File: src/rtl/fifo_rr_drain.sv
// Round-robin drain of NUM_CH synchronous FIFOs onto one valid/ready stream.
// Sticky grant up to BURST pops, then rotation starting after the last grant.
module fifo_rr_drain #(
  parameter int NUM_CH = 4,
  parameter int DWIDTH = 8,
  parameter int BURST  = 4,
  parameter int CH_W   = $clog2(NUM_CH)
) (
  input  logic                     clk_i,
  input  logic                     srst_n_i,
  input  logic [NUM_CH-1:0]        en_i,
  input  logic [NUM_CH-1:0]        empty_i,
  output logic [NUM_CH-1:0]        rd_o,
  input  logic [NUM_CH*DWIDTH-1:0] rddata_i,
  output logic                     out_valid_o,
  input  logic                     out_ready_i,
  output logic [DWIDTH-1:0]        out_data_o,
  output logic [CH_W-1:0]          out_ch_o,
  output logic                     busy_o
);

  localparam int BW = $clog2(BURST + 1);

  typedef enum logic {SEL, LAND} state_t;

  state_t            state_q, state_d;
  logic [CH_W-1:0]   grant_q, grant_d;
  logic [BW-1:0]     burst_q, burst_d;
  logic              vld_q, vld_d;
  logic [DWIDTH-1:0] data_q, data_d;
  logic [CH_W-1:0]   ch_q, ch_d;

  logic [NUM_CH-1:0] elig;
  logic [NUM_CH-1:0] rd_c;
  logic              sticky;
  logic              found;
  logic [CH_W-1:0]   win;
  logic [CH_W-1:0]   idx;
  logic              slot_free;

  // grant itself is visited last in the rotation scan
  always_comb begin
    elig   = en_i & ~empty_i;
    sticky = (burst_q < BW'(BURST)) && elig[grant_q];
    found  = sticky;
    win    = grant_q;
    idx    = '0;
    if (!sticky) begin
      for (int i = 1; i <= NUM_CH; i++) begin
        idx = CH_W'((int'(grant_q) + i) % NUM_CH);
        if (!found && elig[idx]) begin
          win   = idx;
          found = 1'b1;
        end
      end
    end
  end

  assign slot_free = ~vld_q | out_ready_i;

  always_comb begin
    state_d = state_q;
    grant_d = grant_q;
    burst_d = burst_q;
    vld_d   = vld_q & ~out_ready_i;
    data_d  = data_q;
    ch_d    = ch_q;
    rd_c    = '0;
    unique case (state_q)
      SEL: begin
        if (found && slot_free) begin
          rd_c[win] = 1'b1;
          grant_d   = win;
          burst_d   = sticky ? burst_q + BW'(1) : BW'(1);
          state_d   = LAND;
        end
      end
      LAND: begin
        vld_d   = 1'b1;
        data_d  = rddata_i[int'(grant_q)*DWIDTH +: DWIDTH];
        ch_d    = grant_q;
        state_d = SEL;
      end
      default: state_d = SEL;
    endcase
  end

  always_ff @(posedge clk_i) begin
    if (!srst_n_i) begin
      state_q <= SEL;
      grant_q <= CH_W'(NUM_CH - 1);
      burst_q <= BW'(BURST);
      vld_q   <= 1'b0;
      data_q  <= '0;
      ch_q    <= '0;
    end else begin
      state_q <= state_d;
      grant_q <= grant_d;
      burst_q <= burst_d;
      vld_q   <= vld_d;
      data_q  <= data_d;
      ch_q    <= ch_d;
    end
  end

  assign rd_o        = rd_c & {NUM_CH{srst_n_i}};
  assign out_valid_o = vld_q;
  assign out_data_o  = data_q;
  assign out_ch_o    = ch_q;
  assign busy_o      = (state_q == LAND);

endmodule

File: config.mk
export PLATFORM = sky130hd
export DESIGN_NAME = fifo_rr_drain
export DESIGN_NICKNAME = d
export VERILOG_FILES = /design/src/rtl/fifo_rr_drain.sv
export SDC_FILE = /design/constraint.sdc
export NUM_CORES = 1
export LEC_CHECK = 0
export ABC_AREA = 1
export BUFFER_PORTS_ARGS = -buffer_cell sky130_fd_sc_hd__buf_4
export CAP_MARGIN = 20
export CORE_MARGIN = 1.5
export CORE_UTILIZATION = 45
export DETAILED_ROUTE_END_ITERATION = 16
export MAX_ROUTING_LAYER = met4
export PLACE_DENSITY = 0.8
export SLEW_MARGIN = 0
export SYNTH_ARGS = -nofsm -noshare
export SYNTH_HDL_FRONTEND = slang
export SYNTH_SLANG_ARGS = --single-unit
File: constraint.sdc
create_clock -name clk_i -period 1.7 [get_ports clk_i]
set_input_delay 0.255 -clock clk_i [delete_from_list [all_inputs] [get_ports clk_i]]
set_output_delay 0.255 -clock clk_i [all_outputs]
set_load 0.05 [all_outputs]
# Word-level counts from Yosys, hierarchy flattened
# Cells that the tools add are included.
dict set report word_totals {
  ff_bits 17
  inputBits 43
  output_inout_bits 16
  wordCells 71
}
dict set report op_classes {
  addsub 5
  order_cmp 8
  shift 1
  mux 31
  n_bitwise 8
  n_reduce_logical 12
}
# op n
set ops {}
lappend ops {{32-bit by 6-bit variable part select with 8-bit output} 1}
lappend ops {{2-bit by 3-bit less-than comparator with 1-bit output (second input constant)} 6}
lappend ops {{1-bit 2-to-1 mux} 16}
lappend ops {{1-bit binary-select mux with 2-bit select} 5}
lappend ops {{2-bit 2-to-1 mux} 5}
lappend ops {{4-bit bitwise AND} 2}
lappend ops {{4-bit 2-to-1 mux} 2}
lappend ops {{1-bit logical AND} 7}
lappend ops {{2-bit by 1-bit adder with 2-bit output (second input constant)} 2}
lappend ops {{2-bit adder (second input constant)} 2}
lappend ops {{1-bit logical NOT} 4}
lappend ops {{4-bit inverter} 1}
lappend ops {{3-bit by 1-bit adder with 3-bit output (second input constant)} 1}
lappend ops {{3-bit less-than comparator (second input constant)} 1}
lappend ops {{3-bit 2-to-1 mux} 1}
lappend ops {{1-bit inverter} 3}
lappend ops {{1-bit demux with 2-bit select} 1}
lappend ops {{2-bit by 1-bit greater-or-equal comparator with 1-bit output (second input constant)} 1}
lappend ops {{1-bit one-hot mux with 2 select lines} 1}
lappend ops {{2-bit AND reduction} 1}
lappend ops {{1-bit bitwise AND} 1}
lappend ops {{1-bit bitwise OR} 1}

# Logic depth before layout (Yosys ltp)
dict set report logic_depth {
  ltp_word 28
  mapped_depth 16
  ltp_nobuf 15
}

# Worst setup path after synthesis
# OpenSTA, ideal clock, no wires.
dict set report synth_timing {
  kind {reg-to-output}
  from {reg grant_q[0]}
  to {out rd_o[2]}
  t_arrival_ns 1.927
  t_required_ns 1.445
  slack_ns -0.482
  stages_incl_launch_ff 15
  cell_sequence {dfxtp_1 buf_6 inv_6 nand3_1 nand3_1 nand3_4 nand2_4 nand2_1 nand2_1 nand2_1 nand2_1 nand2_1 nand2_2 nand2_1 nor2_1}
}
dict set report synth_between {
  elab_chain_len 26
  word_cells_on_any_way 45
  cone_classes {add/sub: 4; order compare: 2; mux: 27; bitwise: 1; reduce/logical: 11}
}
# element line
set synth_lines {}
lappend synth_lines {{start: declaration} 27} ;# logic [CH_W-1:0] grant_q, grant_d;
lappend synth_lines {{start signal: assignment} 91} ;# grant_q <= CH_W'(NUM_CH - 1);
lappend synth_lines {{start signal: assignment} 98} ;# grant_q <= grant_d;
lappend synth_lines {{branches (longest 23 deep; another with 2-bit by 1-bit adder with 2-bit output)} --}
lappend synth_lines {{4-bit 2-to-1 mux *} 71} ;# if (found && slot_free) begin
lappend synth_lines {{4-bit 2-to-1 mux *} 69} ;# unique case (state_q)
lappend synth_lines {{4-bit bitwise AND *} 106} ;# assign rd_o = rd_c & {NUM_CH{srst_n_i}};
lappend synth_lines {{end: declaration} 13} ;# output logic [NUM_CH-1:0] rd_o,
# Every way passes the cells marked *. The select of a mux whose other input is x is not followed.

# Final worst setup path
# Ends and elaborated chain as after synthesis.

==> impl_results.md <==
* Critical path's largest stage delay at 0.43 ns
* Initial core utilization at 47.07%
* Skew-Pair Late Insertion Delay at 0.29 ns
* Switch Pwr at 1.923 mW
* Final nets at 295
* Switch share at 53.21%
* Total gr overflow at 0
* Clock Skew at 0.01040 ns
* Port bufs at 58
* Vias per std cell at 5.443
* Setup crit end kind: output pin
* Synthesized netlist cell count at 171
* CP max FO at 7
* Gate power share at 76.1%
* CTS tree: done
* Relative slew slack at 75.68%
* Most used cell, CP: nand2_2
* Max Fclk at 442.0 MHz
* First-pass GRT wire length at 5713 um
* Synthesized net count at 215
* Synthesized cell area at 1145 um^2
* Yosys warns at 0
* Synth Register Bits at 17
* Register clock-pin slew on the reported worst setup and hold paths at 0.10 ns
* Height of the die at 53.44 um
* Violated checks: setup timing
* Number of global-route vias before repair at 1438
* All-layer global routing usage at 27.93%
* First-pass DRT Iterations at 4
* Starting DRT DRC Count at 26
* Top-Level Pins at 59
* Clock network power share at 5.8%
* Synth Area per Inst at 6.695 um^2
* Clock sinks at 17
* Measured slew at the worst slew-check pin at 0.3648 ns
* Most common cell after layout, fill and taps aside: buf_4
* Via Count at 1524
* Placed Area at 1764 um^2
* Layout Cells excl Fill at 280
* Per-cell routed wire length at 13.77 um
* Root Buffer: clkbuf_4
* Die width at 53.44 um
* Setup Crit Path Kind: flip-flop to output pin
* Initial antenna violation count at 0
* Core Area at 2432 um^2
* Synth unique cells at 24
* Sequential share of power at 18.1%
* Post-route ant nets at 0
* Final Max Tran Viols at 0
* RSZ-0062 raised after global routing: true
* Inst Count DP at 269
* Cell breakdown of the critical path: nand3_2, nand3_4, nand3_4, nand2_4, nand2_2, nand2_2, nand2_2, nand2_1, nand2_1, nand2_2, nand2_2, nor2_4, buf_8
* Hpwl dp at 2681 um
* Worst EP required at 1.44 ns
* Clk buf depth at 2
* Critical Path Source Type: flip-flop
* Leak Pwr at 1.018 nW
* Worst EP arrival at 2.01 ns
* Remaining DRCs at 0
* Rows at 18
* Status: finished with violations
* Area growth, synth to finish at 74.32%
* Critical-path top delay cell: dfxtp_4
* Pwr/cell area at 1811 nW/um^2
* FILL cells at 147
* Sequential area share after synthesis at 29.73%
* VDD IR max at 1.662 mV
* Post-route cell area at 1996 um^2
* Hold Crit Class: primary input to flip-flop
* Most frequent cells in the layout: 77 x buf_4, 31 x nand2_1, 19 x a21oi_1
* Placer congestion estimate at 0.7616
* Max H-tree Level at 1
* Minimum clock period at 2.262 ns
* Share of layout cells above drive strength 1 at 54.00%
* Largest net degree at the start of global routing at 22
* Final setup margin at -0.5623 ns
* Hold Vio Cnt, Final at 0
* Dpl ws at -0.3830 ns
* CTS buffer count at 3
* Die footprint at 2856 um^2
* Max cap viols at 0
* Final setup vio count at 5
* Fin crit share at 133.1%
* Final wirelength at 3855 um
* Diode count at 0
* Int Pwr at 1.691 mW
* Hold buffer count at cts at 0
==> cell usage after synthesis <==
cell / number / share of area, %
nand2_2: 4 / 2.2
nor2_8: 1 / 1.7
nand4_1: 2 / 1.1
nand3_2: 2 / 1.7
o211ai_1: 1 / 0.66
clkbuf_1: 5 / 1.6
buf_6: 1 / 0.98
nand2_1: 45 / 15
inv_1: 12 / 3.9
nand4_2: 1 / 1.1
nand3_4: 1 / 1.5
ha_1: 1 / 1.1
nor2_1: 5 / 1.6
inv_2: 4 / 1.3
nor2_2: 1 / 0.55
dfxtp_1: 17 / 30
buf_2: 1 / 0.44
o21ai_0: 10 / 4.4
nand2_4: 3 / 3.0
a221oi_1: 8 / 6.1
a21oi_1: 20 / 8.7
nand3_1: 24 / 10
o21ai_1: 1 / 0.44
inv_6: 1 / 0.77
==> path summary, 6_finish.rpt <==
kind	startpoint	end	slack, ns	cells after the start
setup reg to reg	grant_q[0]	grant_q[1]	-0.04	13
hold / removal	rddata_i[1]	out_data_o[1]	0.24	3
hold reg to reg	burst_q[0]	burst_q[0]	0.50	2
setup / recovery	grant_q[0]	rd_o[2]	-0.56	13
==> state kept, by name, summed over array words and instances, names as in the netlist <==
register     flops
grant_q          2
out_data_o       8
out_valid_o      1
out_ch_o         2
busy_o           1
burst_q          3
==> per-stage QoR <==
step | utilization [%] | setup TNS, ns | power [mW] | hold slack, ns
after floorplan | - | -0.5850 | 2.256 | 0.3934
after global placement | 72.53 | -1.005 | 2.958 | 0.4596
after detailed placement | 72.53 | -1.636 | 3.016 | 0.4847
after CTS | 78.29 | -1.756 | 3.409 | 0.2362
after global routing | 82.05 | -2.641 | 3.809 | 0.2563
final | 82.05 | -2.130 | 3.614 | 0.2430
==> worst max-delay path, delay by kind of cell, from the launching register on <==
| kind | cells | cell delay (ns) |
|---|---|---|
| buf+inv | 1 | 0.15 |
| flops | 1 | 0.43 |
| simple gates | 12 | 1.14 |
==> layout make-up <==
class                   count  area (um^2)  share of cell area, %
multi-input cells         130        864.6                  43.32
repair buffers             82        649.4                  32.54
flip-flops and latches     17        345.3                  17.30
inverters                  17        71.32                  3.574
well taps                  30        37.54                  1.881
clock buffers               3        22.52                  1.129
clock inverters             1        5.005                 0.2508
==> layer usage <==
metal / wire length [um] / track usage [%] / share of wire, %
met5: 0 / - / 0
met4: 66 / 11.97 / 1.7
met3: 201 / 4.237 / 5.2
met2: 2116 / 52.67 / 55
met1: 1471 / 28.08 / 38
==> logic make-up (layout without fill, tap and decap cells) <==
| group | Yosys count | after routing | share of synthesized area [%] |
|---|---|---|---|
| AO/OA/AOI/OAI | 40 | 40 | 20.33 |
| buffers and inverters | 24 | 103 | 9.070 |
| AND/OR/NAND/NOR | 89 | 89 | 39.78 |
| flip-flops | 17 | 17 | 29.73 |
| adder cells (fa/ha/maj) | 1 | 1 | 1.093 |
==> timing repair <==
| action | 4_1_cts | 5_1_grt |
|---|---|---|
| setup endpoints to repair | 9 | 7 |
| gates resized for setup | 20 | 19 |
| buffers inserted | 5 | 2 |
| pin swaps | 9 | 11 |
==> power by group through the flow <==
stage / sequential, mW / combinational, mW / clock [mW]
2_1_floorplan: 0.999 / 1.26 / 0
3_3_place_gp: 0.643 / 2.32 / 0
3_5_place_dp: 0.647 / 2.37 / 0
4_1_cts: 0.652 / 2.54 / 0.218
5_1_grt: 0.672 / 2.91 / 0.231
6_report: 0.653 / 2.75 / 0.209
No activity file was read; power rests on OpenSTA's default activity.
